### config.mk
export PLATFORM = sky130hd
export DESIGN_NAME = dll_tlp_tx
export DESIGN_NICKNAME = d
export VERILOG_FILES = /design/src/rtl/dll_tlp_tx.sv
export SDC_FILE = /design/constraint.sdc
export NUM_CORES = 2
export LEC_CHECK = 0
export CAP_MARGIN = 10
export CORE_AREA = 2 2 462 464
export CTS_BUF_LIST = sky130_fd_sc_hd__clkbuf_4
export CTS_CLUSTER_SIZE = 20
export DETAILED_ROUTE_END_ITERATION = 6
export DIE_AREA = 0 0 464 466
export GPL_ROUTABILITY_DRIVEN = 0
export PLACE_DENSITY = 0.67
export SKIP_LAST_GASP = 1
export SLEW_MARGIN = 20
export SYNTH_ARGS = -nofsm -noshare
export SYNTH_HDL_FRONTEND = slang
export SYNTH_SLANG_ARGS = --single-unit
### constraint.sdc
create_clock -name sclk -period 80.4 [get_ports sclk]
set_input_delay 16.08 -clock sclk [delete_from_list [all_inputs] [get_ports sclk]]
set_output_delay 16.08 -clock sclk [all_outputs]
set_load 0.005 [all_outputs]
### src/rtl/dll_tlp_tx.sv
// Data-link-layer TLP transmitter: assigns sequence numbers, keeps a retry
// buffer, purges it on ACK/NAK and replays outstanding TLPs on NAK or timeout.
module dll_tlp_tx #(
  parameter int RB_DEPTH       = 8,
  parameter int REPLAY_TIMEOUT = 1024
) (
  input  logic         sclk,
  input  logic         srst,
  input  logic [1:0]   dlcm_state_i,
  input  logic         tl2dll_valid_i,
  input  logic [255:0] tl2dll_data_i,
  output logic         tl2dll_ready_o,
  input  logic [15:0]  acknak_seq_num_i,
  input  logic [1:0]   acknak_seq_en_i,
  input  logic         arb_ready_i,
  output logic         tlp_valid_o,
  output logic [255:0] tlp_data_o,
  output logic [11:0]  tlp_seq_o,
  output logic [11:0]  next_tx_seq_o,
  output logic         replay_active_o,
  output logic [1:0]   replay_num_o,
  output logic         retrain_req_o
);

  localparam int IDX_W = (RB_DEPTH > 1) ? $clog2(RB_DEPTH) : 1;
  localparam int TMR_W = $clog2(REPLAY_TIMEOUT + 1);

  typedef enum logic [1:0] {
    NORMAL      = 2'd0,
    REPLAY_WAIT = 2'd1,
    REPLAY      = 2'd2
  } state_t;

  state_t             state_q, state_d;
  logic [11:0]        nts_q, as_q, rp_q, rp_d;
  logic [TMR_W-1:0]   timer_q, timer_d, timer_inc;
  logic [1:0]         replay_num_d, replay_num_base;
  logic               retrain_d;
  logic [255:0]       rb_mem [RB_DEPTH];

  logic        link_up, out_free, full, accept;
  logic        ack_ev, nak_ev, fwd, expire, enter_wait, replay_load;
  logic [11:0] oc, oc_post, ack_seq, ack_ofs, as_new, rp_eff, rp_dist, ack_dist;
  logic        unused_seq_bits;

  assign unused_seq_bits = ^acknak_seq_num_i[15:12];

  assign link_up  = (dlcm_state_i == 2'd3);
  assign oc       = nts_q - as_q - 12'd1;
  assign full     = (oc == 12'(RB_DEPTH));
  assign out_free = !tlp_valid_o || arb_ready_i;

  assign tl2dll_ready_o  = link_up && (state_q == NORMAL) && !full && out_free;
  assign accept          = tl2dll_valid_i && tl2dll_ready_o;
  assign next_tx_seq_o   = nts_q;
  assign replay_active_o = (state_q != NORMAL);

  // A purge is accepted only when S lies in [AS+1 .. NTS-1], i.e. S-AS-1 < OC.
  assign ack_ev  = |acknak_seq_en_i;
  assign nak_ev  = acknak_seq_en_i[1];
  assign ack_seq = acknak_seq_num_i[11:0];
  assign ack_ofs = ack_seq - as_q - 12'd1;
  assign fwd     = ack_ev && (ack_ofs < oc);
  assign as_new  = fwd ? ack_seq : as_q;
  assign oc_post = nts_q - as_new - 12'd1;

  assign timer_inc = timer_q + TMR_W'(1);
  assign expire    = (state_q == NORMAL) && (oc != 12'd0) && !fwd &&
                     (timer_inc == TMR_W'(REPLAY_TIMEOUT));

  // Replay pointer skips entries an in-flight ACK has just retired.
  assign rp_dist  = rp_q - as_q;
  assign ack_dist = ack_seq - as_q;
  assign rp_eff   = (fwd && (rp_dist <= ack_dist)) ? (ack_seq + 12'd1) : rp_q;

  always_comb begin
    state_d     = state_q;
    rp_d        = rp_q;
    enter_wait  = 1'b0;
    replay_load = 1'b0;
    unique case (state_q)
      NORMAL: begin
        if ((nak_ev && (oc_post != 12'd0)) || expire) begin
          state_d    = REPLAY_WAIT;
          enter_wait = 1'b1;
        end
      end
      REPLAY_WAIT: begin
        if (out_free) begin
          state_d = REPLAY;
          rp_d    = as_new + 12'd1;
        end
      end
      REPLAY: begin
        rp_d = rp_eff;
        if (oc_post == 12'd0) begin
          state_d = NORMAL;
        end else if (out_free) begin
          replay_load = 1'b1;
          rp_d        = rp_eff + 12'd1;
          if (rp_eff == nts_q - 12'd1) state_d = NORMAL;
        end
      end
      default: state_d = NORMAL;
    endcase
  end

  always_comb begin
    replay_num_base = fwd ? 2'd0 : replay_num_o;
    replay_num_d    = enter_wait ? (replay_num_base + 2'd1) : replay_num_base;
    retrain_d       = enter_wait && (replay_num_base == 2'd3);
    if ((state_q != NORMAL) || (oc == 12'd0) || fwd || expire) timer_d = '0;
    else                                                       timer_d = timer_inc;
  end

  // NOTE: the retry buffer is plain storage with no reset; every entry is
  // written before a replay can read it, so resetting it would only cost area.
  always_ff @(posedge sclk) begin
    if (accept) rb_mem[nts_q[IDX_W-1:0]] <= tl2dll_data_i;
  end

  // NOTE: all state updates use non-blocking assignments so every register
  // samples the same pre-edge values regardless of statement order.
  always_ff @(posedge sclk) begin
    if (srst) begin
      state_q       <= NORMAL;
      nts_q         <= 12'd0;
      as_q          <= 12'hFFF;
      rp_q          <= 12'd0;
      timer_q       <= '0;
      replay_num_o  <= 2'd0;
      retrain_req_o <= 1'b0;
      tlp_valid_o   <= 1'b0;
      tlp_data_o    <= '0;
      tlp_seq_o     <= 12'd0;
    end else if (!link_up) begin
      state_q       <= NORMAL;
      nts_q         <= 12'd0;
      as_q          <= 12'hFFF;
      rp_q          <= 12'd0;
      timer_q       <= '0;
      replay_num_o  <= 2'd0;
      retrain_req_o <= 1'b0;
      tlp_valid_o   <= 1'b0;
    end else begin
      state_q       <= state_d;
      nts_q         <= accept ? (nts_q + 12'd1) : nts_q;
      as_q          <= as_new;
      rp_q          <= rp_d;
      timer_q       <= timer_d;
      replay_num_o  <= replay_num_d;
      retrain_req_o <= retrain_d;
      if (accept) begin
        tlp_valid_o <= 1'b1;
        tlp_data_o  <= tl2dll_data_i;
        tlp_seq_o   <= nts_q;
      end else if (replay_load) begin
        tlp_valid_o <= 1'b1;
        tlp_data_o  <= rb_mem[rp_eff[IDX_W-1:0]];
        tlp_seq_o   <= rp_eff;
      end else if (arb_ready_i) begin
        tlp_valid_o <= 1'b0;
      end
    end
  end

endmodule

Yosys cells after proc, flatten, opt, wreduce, memory -nomap -nowiden

Memories as Yosys holds them, arrays and structs flattened.
Index checks and enable logic that the tools add are counted.

Register bits after elaboration: 321
Bits in writable memories: 2048
Input port bits: 280
Output and inout port bits: 286
Word-level logic and storage cells: 101
Memories: 1

Add/sub/neg operators: 14
Magnitude comparators: 2
Equal/unequal tests: 11
Multiplexer cells: 28
Bitwise operators: 1
Reduce and logical (&&, ||, !) cells: 34

Memories:

| memory | depth | width | rd ports | clocked after Yosys merged registers in | wr ports | RTL line | text |
|---|---|---|---|---|---|---|---|
| rb_mem | 8     | 256   | 1        | 0                                       | 1        | 39       | `logic [255:0] rb_mem [RB_DEPTH];` |

Operators by type and width:

| cell                  | number |
|---|---|
| $mux 256              | 2 |
| $mux 12               | 7 |
| $add 12x1->12 const B | 4 |
| $sub 12x1->12 const B | 4 |
| $sub 12x12->12        | 4 |
| $logic_not 12->1      | 2 |
| $pmux 12 s2           | 1 |
| $reduce_bool 12->1    | 2 |
| $mux 2                | 7 |
| $eq 12x12->1          | 1 |
| $eq 12x4->1 const B   | 1 |
| $le 12x12->1          | 1 |
| $lt 12x12->1          | 1 |
| $add 11x1->11 const B | 1 |
| $eq 11x11->1 const B  | 1 |
| $logic_and 1x1->1     | 11 |
| $mux 1                | 10 |
| $eq 2x2->1 const B    | 3 |
| $ne 3x3->1 const B    | 2 |
| $pmux 2 s3            | 1 |
| $reduce_bool 2->1     | 3 |
| $logic_or 1x1->1      | 5 |
| $reduce_and 2->1      | 2 |
| $reduce_and 4->1      | 1 |
| 10 further kinds      | 13 |

Depth between registers and ports, before layout

Depth after elaboration: 13
Gate-level depth with buffers: 39
Gate-level depth less buffers: 35

Worst setup path after synthesis

No wires, ideal clock.

Path kind: input port to flip-flop
From: input port arb_ready_i
To: memory rb_mem[1][0] (enable)
Setup time: 1.499 ns
Arrival: 40.838 ns
Required time: 78.901 ns
Setup slack: 38.063 ns
Cell stages on the path: 5
Path buffers: 1
Cell sequence: nor2b_1 > nor2_1 > nand4_1 > clkbuf_1 > nor4_1

Cells in the longest elaborated chain, start to end: 5

Ends and longest elaborated chain:

| item                         | RTL line | text |
|---|---|---|
| start, declared              | 15       | `input logic arb_ready_i,` |
| $logic_or 1x1->1             | 51       | `assign out_free = !tlp_valid_o \|\| arb_ready_i;` |
| $logic_and 1x1->1            | 53       | `assign tl2dll_ready_o = link_up && (state_q == NORMAL) && !full && out_free;` |
| $logic_and 1x1->1            | 54       | `assign accept = tl2dll_valid_i && tl2dll_ready_o;` |
| $mux 1                       | 119      | `if (accept) rb_mem[nts_q[IDX_W-1:0]] <= tl2dll_data_i;` |
| $mux 1 (implied by the code) | 119      |  |
| end, declared                | 39       |  |

Every way passes these cells.

Final worst setup path

From: input port arb_ready_i
To: output port tl2dll_ready_o

Cells in the longest elaborated chain, start to end: 2

Ends and longest elaborated chain:

| item              | RTL line | text |
|---|---|---|
| $logic_or 1x1->1  | 51       |  |
| $logic_and 1x1->1 | 53       |  |
| end, declared     | 12       | `output logic tl2dll_ready_o,` |

Every way passes these cells.

==> results by group <==
Run status
  • Outcome: completed

Die
  • Initial Utilization: ~45%
  • Die width: roughly 460 um
  • DIE HEIGHT: about 470 um
  • Die ar.: 0.2162 sq mm
  • Core Region: roughly 0.21 sq mm
  • Row cnt: approximately 170
  • I/O pins: between 500 and 600

Timing
  • Tcrit/Tclk final: between 40% and 50%
  • Final Hold Fails: 0
  • Worst slew margin: 23.95%
  • Max Fclk: 0.02945 GHz
  • Final setup viols: 0
  • Slew at the pin with the worst max-slew slack: around 1100 ps
  • Fin. max-slew vios: 0
  • RSZ-0062 raised after global routing: false
  • Total negative slack: 0 ps
  • Minimum clock period: about 34000 ps
  • Clock Skew: 131.0 ps

Critical path
  • Data arrival, critical path: about 18000 ps
  • Crit path launch type: primary input
  • Setup crit end kind: output pin
  • CP required: between 60000 and 70000 ps
  • R2R Setup Slk: ~70000 ps
  • Critical path startpoint: arb_ready_i
  • Critical path fanouts, max: 4
  • Reg2reg end: tlp_data_o[198]
  • Reg2reg path depth: 30
  • Reg-to-Reg Start: as_q[1]
  • Worst setup path class: in2out

Placement
  • Post-DP HPWL: approximately 130 mm
  • IO buf count: 561

Min path
  • Hold path cells: 1
  • Hold Startpoint: timer_q[0]
  • Worst Hold Class: reg2reg
  • Hold Path Sink: timer_q[0]

GRT
  • Initial antenna violation count: between 50 and 60
  • First-pass GRT wire length: a little under 400 mm
  • GR Overflow Total: 0
  • Pin count of the biggest net entering global routing: about 200
  • Total track usage: 23.36%
  • Vias in the first global route: approximately 63k

Power and ir drop
  • Lkg Pwr: about 0.038 uW
  • Total power: 2707 uW
  • Power per cell area: about 24 mW/mm^2
  • Peak VDD IR: about 0.018 mV

Clock network
  • Skew-Pair Late Insertion Delay: between 1000 and 1500 ps
  • CTS tree: yes
  • Post-cts gate resize count: 0
  • Postcts setup bufs: 0
  • CTS H-tree depth: 6
  • Clock sink count: ~2.4k
  • CTS root buffer: clkbuf_4
  • # hold bufs at CTS: 0
  • TritonCTS Buffers: slightly above 600
  • CTS Buffer Depth: 4
  • Clk slew on worst S/H paths: roughly 60 ps

Finish
  • Share of layout cells above drive strength 1: a little over an eighth
  • Area grow syn2layout: 17.17%
  • Layout Nets: 8453
  • Final core occ: 52.50%
  • Layout fillers: about 18k

Yosys
  • Yosys warns: 0
  • Post-synth top flop: edfxtp_1
  • Async SR Flop Fraction: 0%
  • Post-synth EDFFs: roughly 2k
  • Post-synthesis sequential area ratio: a little under three quarters
  • Synth Instances: about 7.3k
  • Syn_nets: around 7.7k
  • Cell taking the most area after synthesis: edfxtp_1
  • Synth top area share: about 65%
  • Synth top area cells: edfxtp_1, nand2_1, dfxtp_1
  • Seq cells post-synth: between 2k and 2.5k
  • Syn avg cell area: ~13 sq um
  • Post-synthesis cell area: approximately 0.095 sq mm
  • Distinct cells, synth: 75

Route
  • Drt drc: 0
  • Top Metal Used: met5
  • Post-Route M1 WL: ~110 mm
  • 1st-pass router iterations: 6
  • Metal2 WL: roughly 130 mm
  • Via Count: ~65k
  • Via/cell ratio: roughly 5.7
  • Per-cell routed wire length: 22.77 um
  • 1st-iter DRT viols: a little under 6k
  • Routed WL: around 260 mm
  • Met3 WL: approximately 20 mm
  • Remaining antenna violation count: 0

Run
  • Max_cap viols: 0
[metal layers]
layer | up-vias | GRT usage [%]
li1 | 29320 | -
met3 | 535 | 4.950
met1 | 32120 | 30.21
met5 | - | 0
met4 | 38 | 10.25
met2 | 2708 | 38.06
[state kept, by name, summed over array words and instances (netlist names)]
| signal | cells |
|---|---|
| retrain_req_o | 1 |
| tlp_valid_o | 1 |
| rp_q | 12 |
| tlp_data_o | 256 |
| tlp_seq_o | 12 |
| as_q | 12 |
| replay_num_o | 2 |
| timer_q | 11 |
| next_tx_seq_o | 12 |
| rb_mem | 2048 |
| state_q | 2 |
[cells in the mapped netlist, drive strengths merged, types with 11 or more instances]
cell type and instances:
ha 71, a21oi 73, xor2 36, buf 128
nor3 27, a311oi 256, nor2 374, a21o 18
inv 54, edfxtp 2048, nand3 543, nand2b 11
a32oi 256, nor4 14, dfxtp 321, nand4 278
nand2 1860, a211oi 30, xnor2 71, clkbuf 373
and2 12, mux2i 283, o21ai 24
[placed cells by master (no fill, tap or decap), drive strengths merged, types with 6 or more instances in the layout]
cell and count:
mux2i 283, o21ai 24, nor3 27, nor4 14, nor2 374, nand2b 11
or3 8, clkdlybuf4s50 560, nor2b 10, edfxtp 2048, a311oi 256, nand4 278
inv 60, nand2 1860, a221oi 7, xnor2 71, o211ai 7, and3 7
diode 30, a211oi 30, ha 71, o21bai 10, nand3 543, o21a 8
xor2 36, a21o 18, bufinv 10, clkbuf 935, nand3b 6, clkinv 146
a32oi 256, or2 10, dfxtp 321, and2 12, a31oi 8, a21oi 73
buf 104
[report_power, final]
group | total, uW | internal (uW) | switching [uW]
sequential | 1350 | 1350 | 7.74
combinational | 305 | 105 | 200
clock | 1050 | 563 | 484
total | 2710 | 2020 | 692
[critical path, cell delays in order]
cell,delay (ps)
clkdlybuf4s50_1,450
nor2b_1,450
nor2_1,200
and3_1,240
clkdlybuf4s50_1,460
[logic make-up (layout without fill, tap and decap cells)]
group | count (synthesis) | in the layout | synth area share (%)
multiplexers | 285 | 285 | 3.017
AND/OR/NAND/NOR | 3179 | 3179 | 14.41
buffers and inverters | 556 | 1820 | 2.390
flip-flops | 2369 | 2369 | 71.77
XOR/XNOR | 107 | 107 | 0.9902
AO/OA/AOI/OAI | 743 | 743 | 6.393
other | 0 | 30 | 0
adder cells (fa/ha/maj) | 76 | 76 | 1.034
[layout make-up]
class	instances	area (sq um)	area share, %
Antenna cell	30	75.07	0.06770
Clock buffer	935	7019	6.330
Clock inverter	166	957.2	0.8631
Inverter	55	221.5	0.1997
Multi-Input combinational cell	4390	24570	22.16
Sequential cell	2369	67930	61.25
Tap cell	2821	3530	3.183
Timing Repair Buffer	664	6594	5.946
[worst max-delay path by stage]
stage,end,slack [ps],cells after the start
finish,tl2dll_ready_o,46440,5
global route,tl2dll_ready_o,46390,5
CTS,tl2dll_ready_o,46480,5
detailed placement,tl2dll_ready_o,46490,5
global placement,tl2dll_ready_o,46530,5
floorplan,rb_mem[1][0],38060,5
[stage by stage]
stage	hold WS, ps	worst slack (ps)	cells	cell area, sq um
after floorplan	444.8	38060	7315	94640
after global placement	460.9	46530	10300	102800
after detailed placement	471.2	46490	10300	102800
after CTS	483.9	46480	11400	110800
after global routing	514.2	46390	11430	110900
final	482.4	46440	11430	110900
Note: power is estimated with default switching activity, not from simulation.
